### src/rtl/game_pkg.sv
// Shared definitions for the flappy-bird game controller.
// Holds the state encoding, the LFSR seed and tap mask, and the default geometry.
package game_pkg;

  typedef enum logic [1:0] {
    ST_IDLE = 2'd0,
    ST_PLAY = 2'd1,
    ST_OVER = 2'd2
  } game_state_t;

  // Galois LFSR, taps 16,14,13,11, shifting right
  localparam logic [15:0] LFSR_SEED = 16'hACE1;
  localparam logic [15:0] LFSR_TAPS = 16'hB400;

  localparam int DEF_SCR_W        = 640;
  localparam int DEF_GROUND_Y     = 440;
  localparam int DEF_BIRD_X       = 160;
  localparam int DEF_BIRD_SZ      = 16;
  localparam int DEF_START_Y      = 200;
  localparam int DEF_PIPE_W       = 52;
  localparam int DEF_PIPE_SPACING = 320;
  localparam int DEF_GAP_H        = 120;
  localparam int DEF_GAP_MIN      = 80;
  localparam int DEF_GRAVITY      = 1;
  localparam int DEF_FLAP_VEL     = -8;
  localparam int DEF_MAX_FALL     = 10;
  localparam int DEF_SCROLL       = 2;
  localparam int DEF_DEB_CYC      = 65536;

  function automatic logic [15:0] lfsr_next(input logic [15:0] cur);
    return {1'b0, cur[15:1]} ^ (cur[0] ? LFSR_TAPS : 16'h0000);
  endfunction

endpackage

### src/rtl/btn_debounce.sv
// Button conditioning: two-flop synchroniser, stability counter, and a
// one-cycle pulse when the debounced level goes from 0 to 1.
module btn_debounce #(
  parameter int DEB_CYC = 65536
) (
  input  logic pix_clk,
  input  logic pix_rst,
  input  logic button,
  output logic press
);

  localparam int CW = $clog2(DEB_CYC + 1);

  logic          sync1;
  logic          sync2;
  logic          deb;
  logic [CW-1:0] cnt;

  // Synchronise, count how long the input has differed from the debounced level, adopt it once stable
  always_ff @(posedge pix_clk) begin
    if (pix_rst) begin
      sync1 <= 1'b0;
      sync2 <= 1'b0;
      deb   <= 1'b0;
      cnt   <= '0;
      press <= 1'b0;
    end else begin
      sync1 <= button;
      sync2 <= sync1;
      press <= 1'b0;
      if (sync2 == deb) begin
        cnt <= '0;
      end else if (cnt == CW'(DEB_CYC - 1)) begin
        deb   <= sync2;
        cnt   <= '0;
        press <= sync2;
      end else begin
        cnt <= cnt + CW'(1);
      end
    end
  end

endmodule

### src/rtl/game_ctrl.sv
// Flappy-bird game sequencer: game FSM, bird physics, two scrolling pipes,
// gap randomisation, collision detection and score, updated once per frame.
// Optional macro GAME_CTRL_HISCORE_EN adds a registered hiscore output.
module game_ctrl
  import game_pkg::*;
#(
  parameter int   SCR_W        = DEF_SCR_W,
  parameter int   GROUND_Y     = DEF_GROUND_Y,
  parameter int   BIRD_X       = DEF_BIRD_X,
  parameter int   BIRD_SZ      = DEF_BIRD_SZ,
  parameter int   START_Y      = DEF_START_Y,
  parameter int   PIPE_W       = DEF_PIPE_W,
  parameter int   PIPE_SPACING = DEF_PIPE_SPACING,
  parameter int   GAP_H        = DEF_GAP_H,
  parameter int   GAP_MIN      = DEF_GAP_MIN,
  parameter int   GRAVITY      = DEF_GRAVITY,
  parameter int   FLAP_VEL     = DEF_FLAP_VEL,
  parameter int   MAX_FALL     = DEF_MAX_FALL,
  parameter int   SCROLL       = DEF_SCROLL,
  parameter int   DEB_CYC      = DEF_DEB_CYC,
  parameter logic VS_POL       = 1'b1
) (
  input  logic               pix_clk,
  input  logic               pix_rst,
  input  logic               vsync,
  input  logic               button,
  output logic [1:0]         state,
  output logic [15:0]        bird_y,
  output logic signed [15:0] pipe0_x,
  output logic signed [15:0] pipe1_x,
  output logic [15:0]        pipe0_gap,
  output logic [15:0]        pipe1_gap,
  output logic [15:0]        score,
`ifdef GAME_CTRL_HISCORE_EN
  output logic [15:0]        hiscore,
`endif
  output logic               frame_tick
);

  localparam logic signed [15:0] BX16     = 16'(BIRD_X);
  localparam logic signed [15:0] BXR16    = 16'(BIRD_X + BIRD_SZ);
  localparam logic signed [15:0] PW16     = 16'(PIPE_W);
  localparam logic signed [15:0] SCROLL16 = 16'(SCROLL);
  localparam logic signed [15:0] WRAP16   = 16'(2 * PIPE_SPACING);
  localparam logic signed [15:0] PX0_RST  = 16'(SCR_W);
  localparam logic signed [15:0] PX1_RST  = 16'(SCR_W + PIPE_SPACING);
  localparam logic [15:0]        BSZ16    = 16'(BIRD_SZ);
  localparam logic [16:0]        BSZ17    = 17'(BIRD_SZ);
  localparam logic [16:0]        GROUND17 = 17'(GROUND_Y);
  localparam logic [15:0]        GAPMIN16 = 16'(GAP_MIN);
  localparam logic [15:0]        GAPH16   = 16'(GAP_H);
  localparam logic [15:0]        START16  = 16'(START_Y);
  localparam logic signed [7:0]  FLAP_V   = 8'(FLAP_VEL);
  localparam logic signed [8:0]  GRAV9    = 9'(GRAVITY);
  localparam logic signed [8:0]  MAXF9    = 9'(MAX_FALL);

  logic vs_cur;
  logic vs_prev;
  logic tick;
  logic press;
  logic flap_req;
  logic flap;
  logic [15:0] lfsr_q;

  game_state_t        state_q, state_d;
  logic [15:0]        bird_y_q, bird_y_d;
  logic signed [7:0]  vel_q, vel_d;
  logic signed [15:0] px_q [2];
  logic signed [15:0] px_d [2];
  logic [15:0]        gap_q [2];
  logic [15:0]        gap_d [2];
  logic [15:0]        score_q, score_d;
`ifdef GAME_CTRL_HISCORE_EN
  logic [15:0]        hiscore_q, hiscore_d;
`endif

  logic signed [15:0] mv [2];
  logic signed [8:0]  vel_inc;
  logic signed [16:0] y_calc;
  logic [15:0]        new_y;
  logic [1:0]         cross_cnt;
  logic [16:0]        score_sum;
  logic               hit;

  btn_debounce #(.DEB_CYC(DEB_CYC)) u_btn (
    .pix_clk (pix_clk),
    .pix_rst (pix_rst),
    .button  (button),
    .press   (press)
  );

  assign tick = (vs_cur == VS_POL) && (vs_prev != VS_POL);
  assign flap = flap_req | press;

  // Register vsync edge detection, frame pulse, pending flap, LFSR and all game state
  always_ff @(posedge pix_clk) begin
    if (pix_rst) begin
      vs_cur     <= VS_POL;
      vs_prev    <= VS_POL;
      frame_tick <= 1'b0;
      flap_req   <= 1'b0;
      lfsr_q     <= LFSR_SEED;
      state_q    <= ST_IDLE;
      bird_y_q   <= START16;
      vel_q      <= '0;
      px_q[0]    <= PX0_RST;
      px_q[1]    <= PX1_RST;
      gap_q[0]   <= GAPMIN16;
      gap_q[1]   <= GAPMIN16;
      score_q    <= '0;
`ifdef GAME_CTRL_HISCORE_EN
      hiscore_q  <= '0;
`endif
    end else begin
      vs_cur     <= vsync;
      vs_prev    <= vs_cur;
      frame_tick <= tick;
      flap_req   <= tick ? 1'b0 : flap;
      lfsr_q     <= lfsr_next(lfsr_q);
      state_q    <= state_d;
      bird_y_q   <= bird_y_d;
      vel_q      <= vel_d;
      px_q[0]    <= px_d[0];
      px_q[1]    <= px_d[1];
      gap_q[0]   <= gap_d[0];
      gap_q[1]   <= gap_d[1];
      score_q    <= score_d;
`ifdef GAME_CTRL_HISCORE_EN
      hiscore_q  <= hiscore_d;
`endif
    end
  end

  // Next-state: FSM transitions and per-frame physics, scroll, score and collision
  always_comb begin
    state_d   = state_q;
    bird_y_d  = bird_y_q;
    vel_d     = vel_q;
    score_d   = score_q;
    vel_inc   = '0;
    y_calc    = '0;
    new_y     = '0;
    cross_cnt = '0;
    score_sum = '0;
    hit       = 1'b0;
    for (int i = 0; i < 2; i++) begin
      px_d[i]  = px_q[i];
      gap_d[i] = gap_q[i];
      mv[i]    = '0;
    end
`ifdef GAME_CTRL_HISCORE_EN
    hiscore_d = hiscore_q;
`endif

    if (tick) begin
      case (state_q)
        ST_IDLE: begin
          if (flap) begin
            state_d = ST_PLAY;
            vel_d   = FLAP_V;
            score_d = '0;
          end
        end

        ST_PLAY: begin
          vel_inc = 9'(vel_q) + GRAV9;
          if (flap)                 vel_d = FLAP_V;
          else if (vel_inc > MAXF9) vel_d = MAXF9[7:0];
          else                      vel_d = vel_inc[7:0];

          y_calc   = $signed({1'b0, bird_y_q}) + 17'(vel_d);
          new_y    = y_calc[16] ? 16'd0 : y_calc[15:0];
          bird_y_d = new_y;
          hit      = ({1'b0, new_y} + BSZ17) >= GROUND17;

          for (int i = 0; i < 2; i++) begin
            mv[i] = px_q[i] - SCROLL16;
            if ((px_q[i] + PW16 >= BX16) && (mv[i] + PW16 < BX16))
              cross_cnt = cross_cnt + 2'd1;
            if (mv[i] + PW16 <= 16'sd0) begin
              mv[i]    = mv[i] + WRAP16;
              gap_d[i] = GAPMIN16 + {9'd0, lfsr_q[6:0]};
            end
            px_d[i] = mv[i];
            if ((mv[i] < BXR16) && (mv[i] + PW16 > BX16) &&
                ((new_y < gap_d[i]) || (new_y + BSZ16 > gap_d[i] + GAPH16)))
              hit = 1'b1;
          end

          score_sum = {1'b0, score_q} + {15'd0, cross_cnt};
          score_d   = score_sum[16] ? 16'hFFFF : score_sum[15:0];
          if (hit) state_d = ST_OVER;
        end

        ST_OVER: begin
          if (flap) begin
            state_d  = ST_IDLE;
            bird_y_d = START16;
            vel_d    = '0;
            px_d[0]  = PX0_RST;
            px_d[1]  = PX1_RST;
            gap_d[0] = GAPMIN16;
            gap_d[1] = GAPMIN16;
          end
        end

        default: state_d = ST_IDLE;
      endcase
    end

`ifdef GAME_CTRL_HISCORE_EN
    if ((state_q == ST_PLAY) && (state_d == ST_OVER) && (score_d > hiscore_q))
      hiscore_d = score_d;
`endif
  end

  assign state     = state_q;
  assign bird_y    = bird_y_q;
  assign pipe0_x   = px_q[0];
  assign pipe1_x   = px_q[1];
  assign pipe0_gap = gap_q[0];
  assign pipe1_gap = gap_q[1];
  assign score     = score_q;
`ifdef GAME_CTRL_HISCORE_EN
  assign hiscore   = hiscore_q;
`endif

endmodule

### config.mk
export PLATFORM = sky130hd
export DESIGN_NAME = game_ctrl
export DESIGN_NICKNAME = d
export VERILOG_FILES = /design/src/rtl/game_pkg.sv /design/src/rtl/btn_debounce.sv /design/src/rtl/game_ctrl.sv
export SDC_FILE = /design/constraint.sdc
export NUM_CORES = 1
export LEC_CHECK = 0
export CORE_MARGIN = 5
export CORE_UTILIZATION = 50
export DETAILED_ROUTE_END_ITERATION = 6
export PLACE_DENSITY_LB_ADDON = 0.15
export SLEW_MARGIN = 15
export SYNTH_ARGS = -nofsm -noshare
export SYNTH_HDL_FRONTEND = slang
export SYNTH_HIERARCHICAL = 1
export SYNTH_SLANG_ARGS = --single-unit
### constraint.sdc
create_clock -name pix_clk -period 13.9 [get_ports pix_clk]
set_input_delay 1.39 -clock pix_clk [delete_from_list [all_inputs] [get_ports pix_clk]]
set_output_delay 1.39 -clock pix_clk [all_outputs]
set_load 0.02 [all_outputs]
# --- Word level (Yosys, flattened, before mapping) ---
# Memory sizes are Yosys's and may differ from the RTL's.
# Index checks and enable logic that the tools add are counted.
totals:
  mem_bits_rw: 64
  regBits: 83
  memories: 2
  input_bits: 4
  elab_cells: 142
  output_inout_bits: 99
op_classes:
  n_bitwise: 9
  order_cmp: 16
  n_reduce_logical: 21
  n_addsub: 20
  eq_ne: 7
  mux: 53
memory_table:
  columns: ["name", "depth", "word_bits", "read_ports", "rd_ports_with_merged_regs", "write_ports", "line", "source"]
  rows:
  - ["gap_q", 2, 16, 2, 0, 2, "game_ctrl.sv:70", "logic [15:0] gap_q [2];"]
  - ["px_q", 2, 16, 2, 0, 2, "game_ctrl.sv:68", "logic signed [15:0] px_q [2];"]
op_table:
  columns: ["op", "count"]
  rows:
  - ["16-bit two-way mux", 21]
  - ["16-bit by 7-bit adder with 16-bit output, second input constant", 8]
  - ["32-bit two-way mux", 4]
  - ["32-bit case mux with 2 select lines", 2]
  - ["16-bit by 9-bit < comparator with 1-bit output, second input constant", 4]
  - ["16-bit case mux with 2 select lines", 2]
  - ["8-bit two-way mux", 6]
  - ["16-bit by 11-bit adder with 16-bit output, second input constant", 2]
  - ["16-bit by 9-bit greater-or-equal comparator with 1-bit output, second input constant", 2]
  - ["16-bit greater-than comparator", 2]
  - ["16-bit by 9-bit greater-than comparator with 1-bit output, second input constant", 2]
  - ["16-bit by 1-bit less-or-equal comparator with 1-bit output, second input constant", 2]
  - ["16-bit < comparator", 2]
  - ["16-bit by 3-bit subtractor with 16-bit output, second input constant", 2]
  - ["8-bit case mux with 3 select lines", 1]
  - ["16-bit by 2-bit adder with 17-bit output", 1]
  - ["16-bit by 5-bit adder with 17-bit output, second input constant", 1]
  - ["17-bit by 1-bit adder with 17-bit output, second input constant", 1]
  - ["17-bit by 8-bit adder with 17-bit output", 1]
  - ["17-bit by 16-bit == test with 1-bit output, second input constant", 1]
  - ["17-bit by 9-bit greater-or-equal comparator with 1-bit output, second input constant", 1]
  - ["16-bit by 5-bit adder with 16-bit output, second input constant", 1]
  - ["2-bit two-way mux", 8]
  - ["15-bit by 16-bit bitwise XOR with 16-bit output", 1]
  - ["other kinds (22)", 48]

# --- Longest topological paths before layout ---
logic_depth:
  ltp_word: 18
  ltp_mapped: 34
  ltp_nobuf: 32

# --- Cells and area by module ---
# Netlist, hierarchy kept.
modules_own_cells:
  columns: ["module", "area_per_inst_um2", "n_inst", "cells_each"]
  rows:
  - ["game_ctrl", 11043.1, 1, 1486]
  - ["btn_debounce", 924.6, 1, 97]

# --- Worst setup path after synthesis ---
# No wires, ideal clock.
synth_timing:
  path_type: "reg2reg"
  from: "memory px_q[1][1] (netlist: px_q[0][17])"
  to: "register state_q[0] (netlist: state[0])"
  path_stages_with_launch: 34
  slack_ps: 6668
  t_arrival_ps: 7106
  path_cell_list: "dfxtp_1 clkbuf_1 inv_1 ha_1 or3b_2 clkbuf_1 or3_1 nand2_1 ha_1 clkbuf_1 inv_1 a211oi_1 o21ai_0 a222oi_1 a21o_1 buf_2 buf_1 mux2_2 inv_1 ha_1 a21oi_1 and2_1 nand4_1 xnor2_1 nand2_1 ha_1 or3_1 a31oi_1 a2111oi_0 nand4_1 a2111o_1 a221oi_2 a21oi_1 mux2i_1"
synth_rtl:
  columns: ["item", "line", "source"]
  rows:
  - ["from (decl)", "game_ctrl.sv:68", null]
  - ["to (signal assigned)", "game_ctrl.sv:120", "state_q <= state_d;"]
  - ["to (decl)", "game_ctrl.sv:65", "game_state_t state_q, state_d;"]

==> flow_summary_export.csv <==
group,metric,value,unit
sta,final_critical_path_setup_slack,5914,ps
pwr,cellLeakagePower,5.113,nW
cts,clk_pin_slew,70,ps
route,drt_wl_total,36.14,mm
sta,fin_crit_sh,0.5745,
yosys,yosysWarnings,6,
route,post_drt_via_cell_ratio,6.167,
setup_path,slowest_delay,680,ps
setup_path,path_delay_family,"compound AO/OA/AOI/OAI gates",
place,place_ws,6057,ps
setup_path,crit_type,"flip-flop to flip-flop",
cts,root_buffer,"clkbuf_16",
grt,grt.met2_usage,0.4234,
yosys,ys_types,89,
grt,use_met3,0.03519,
yosys,synth_xor_area_frac,0.07088,
die,die_y,164.7,um
cells_and_area,fin_nets,1714,
sta,max_slew_margin,0.3335,
grt,gr-total-overflow,0,
pwr,p_per_area,67.06,nW/um^2
cells_and_area,final_cell_mix,"nor2_1, dfxtp_1, nand2_1, a21oi_1, clkdlybuf4s50_1",
sta,worst_slew_pin_slew,993.1,ps
place,place.gp.congestion,0.9577,
grt,top_usage_layer,"met2",
yosys,synth_async_sr_flop_share,0,
cts,cts_sinks,145,
sta,fin_crit,7986,ps
die,fp.dieW,164.7,um
setup_path,worstSetupEndpointType,"flip-flop",
yosys,synth_edf_count,0,
yosys,synth_compound_area_frac,0.2351,
setup_path,cp.required,14220,ps
cells_and_area,area_growth,14.31,%
die,num_rows,56,
cells_and_area,final_common_cell,"nor2_1",
cts,cts-resized-gates,0,
yosys,synth_top_cell_by_area,"dfxtp_1",
yosys,synth_top_area_share,0.2426,
sta,setup_viol,0,
place,io_buffers,100,
die,die-area,27130,sq um
grt,grt_pass1_vias,11030,
setup_path,cp.arrival,8300,ps
grt,grt_max_degree,85,
pwr,vdd_drop_max,0.00007490,V
place,dp_hpwl,26.55,mm
cts,h-tree-depth,4,
route,first_pass_iters,6,
yosys,synth_top_family_by_area,"simple AND/OR/NAND/NOR gates",
grt,grt.total_usage,0.2638,
die,start_util,0.5083,
outcome,outcome,"completed",
setup_path,crit_path_frequent_cell,"ha_1",
yosys,ys_ff_latch,145,
cts,postCtsHoldBufs,0,
die,io_pins,103,
worst_hold_path,min_path_type,"flip-flop to flip-flop",
cts,clock_latency,440,ps
setup_path,cp_num_buf_inv,2,
cts,cts_tree,"yes",
route,ant_nets,0,
setup_path,critPathMaxFanout,12,
yosys,syn-mean-instance-area,7.560,sq um
sta,drv_slew,0,
yosys,synth-simple-area-share,0.2787,
sta,timing.setup.tns,0,ps
route,vias,12030,
setup_path,startpoint_type,"flip-flop",
yosys,synth_ff_type,"dfxtp_1",
die,core_area,23540,sq um
setup_path,critPathSlowestCell,"nor3b_2",
grt,use_met1,0.3674,
cts,clockBufferDepth,2,
sta,hold_viol,0,
grt,antenna_found_initial,0,
cells_and_area,fillCellCount,2307,
cells_and_area,antenna_cells,0,
yosys,syn_inst,1583,
job,maxCapViolations,0,
yosys,synthesis.area,11970,sq um
route,wire_per_inst,18.53,um
cts,post_cts_buffers,0,
yosys,synth_fa_ha_area_frac,0.09827,
yosys,synthMuxAreaShare,0.02865,
yosys,synth_seq_area_share,0.2426,
cts,numCtsBuffers,17,
cells_and_area,drive_gt1_frac,0.05641,
sta,fmax,125.2,MHz
sta,grt_setup_unrepaired,"no",
route,drc,0,
yosys,synth_area_leaders,"dfxtp_1, ha_1, nor2_1",
sta,clock_skew,16.33,ps
route,drt_iter0_drc,1110,
grt,grt_pass1_wl,57.98,mm
==> registers in the layout (all words and copies together) (netlist names), 2 cells and up <==
| name | flops |
|---|---|
| gap_q | 32 |
| px_q | 30 |
| u_btn/cnt | 17 |
| bird_y | 16 |
| lfsr_q | 16 |
| score | 16 |
| vel_q | 8 |
| state | 2 |
==> cell usage after synthesis, types with 9 or more instances <==
| library cell | n |
|---|---|
| a211o_1 | 11 |
| a211oi_1 | 20 |
| a21o_1 | 20 |
| a21oi_1 | 124 |
| a22oi_1 | 31 |
| a31oi_1 | 12 |
| and2_1 | 31 |
| and3_1 | 27 |
| clkbuf_1 | 80 |
| dfxtp_1 | 145 |
| ha_1 | 90 |
| inv_1 | 48 |
| mux2i_1 | 23 |
| nand2_1 | 126 |
| nand2b_1 | 31 |
| nand3_1 | 40 |
| nand3b_1 | 12 |
| nand4_1 | 26 |
| nor2_1 | 176 |
| nor2b_1 | 24 |
| nor3_1 | 38 |
| nor4_1 | 22 |
| o211ai_1 | 15 |
| o21ai_0 | 80 |
| o22ai_1 | 9 |
| o31ai_1 | 13 |
| or2_2 | 25 |
| or3_1 | 17 |
| or4_1 | 18 |
| xnor2_1 | 66 |
| xor2_1 | 29 |
==> worst reg2reg max path, stage by stage (launching register included) <==
cell,delay [ps]
dfxtp_1,380
inv_1,130
ha_1,360
nor3b_2,680
nand2_1,350
xor2_1,260
inv_1,150
ha_1,330
nand3_1,110
o22a_1,290
nor3b_2,360
xor2_1,580
o21ai_1,540
o21ai_0,570
ha_1,300
nand2b_1,110
o211a_1,260
nand3_1,110
xnor2_1,120
nand2_1,80
ha_1,340
and3_1,240
o2111ai_1,130
a211o_1,240
o2111a_1,140
o21ai_0,380
a21oi_1,200
mux2i_1,150
==> path summary, 6_finish.rpt <==
kind           endpoint  cells past startpoint  slack [ps]       start
max reg2reg    state[1]                     27        5910  px_q[0][1]
min          lfsr_q[11]                      1         410  lfsr_q[12]
max            state[1]                     27        5910  px_q[0][1]
min reg2reg  lfsr_q[11]                      1         410  lfsr_q[12]
==> per-stage QoR <==
step / power (W) / cell area [sq um] / hold WS [ps] / cells / util
2_1_floorplan: 0.0004426 / 11970 / 389.5 / 1584 / -
5_1_grt: 0.0009436 / 13680 / 428.6 / 1950 / 0.5811
4_1_cts: 0.0009243 / 13680 / 414.8 / 1950 / 0.5811
3_5_place_dp: 0.0004479 / 13080 / 398.2 / 1918 / 0.5556
6_report: 0.0009175 / 13680 / 412.6 / 1950 / 0.5811
3_3_place_gp: 0.0004476 / 13080 / 393.4 / 1918 / 0.5554
==> layer usage <==
layer,wire length [um],part of all wire
met5,0,0
met4,963,0.027
met3,2101,0.058
met2,16380,0.45
met1,16700,0.46
==> cells by family after synthesis <==
kind of cell,after synthesis
DFF,145
adders and majority gates,93
AOI/OAI and AO/OA,428
and+or+nand+nor,647
xor gates and xnor gates,96
buffers and inverters,141
other,1
muxes,32
==> power by group <==
part	internal, W	leakage [nW]	switching [W]	total (W)
logic	0.00000550	3.65	0.0000108	0.0000163
clock network	0.000261	0.290	0.000218	0.000479
registers	0.000419	1.17	0.00000269	0.000422
total	0.000686	5.11	0.000232	0.000917
==> cell type report <==
type,count,area [sq um],share of cell area
Sequential cell,145,2903,0.2122
Timing Repair Buffer,108,1059,0.07737
Multi-Input combinational cell,1298,8539,0.6242
Clock buffer,18,439.2,0.03210
Inverter,48,180.2,0.01317
Clock inverter,14,161.4,0.01180
Tap cell,319,399.1,0.02918
Power figures use the tool's default switching activity.
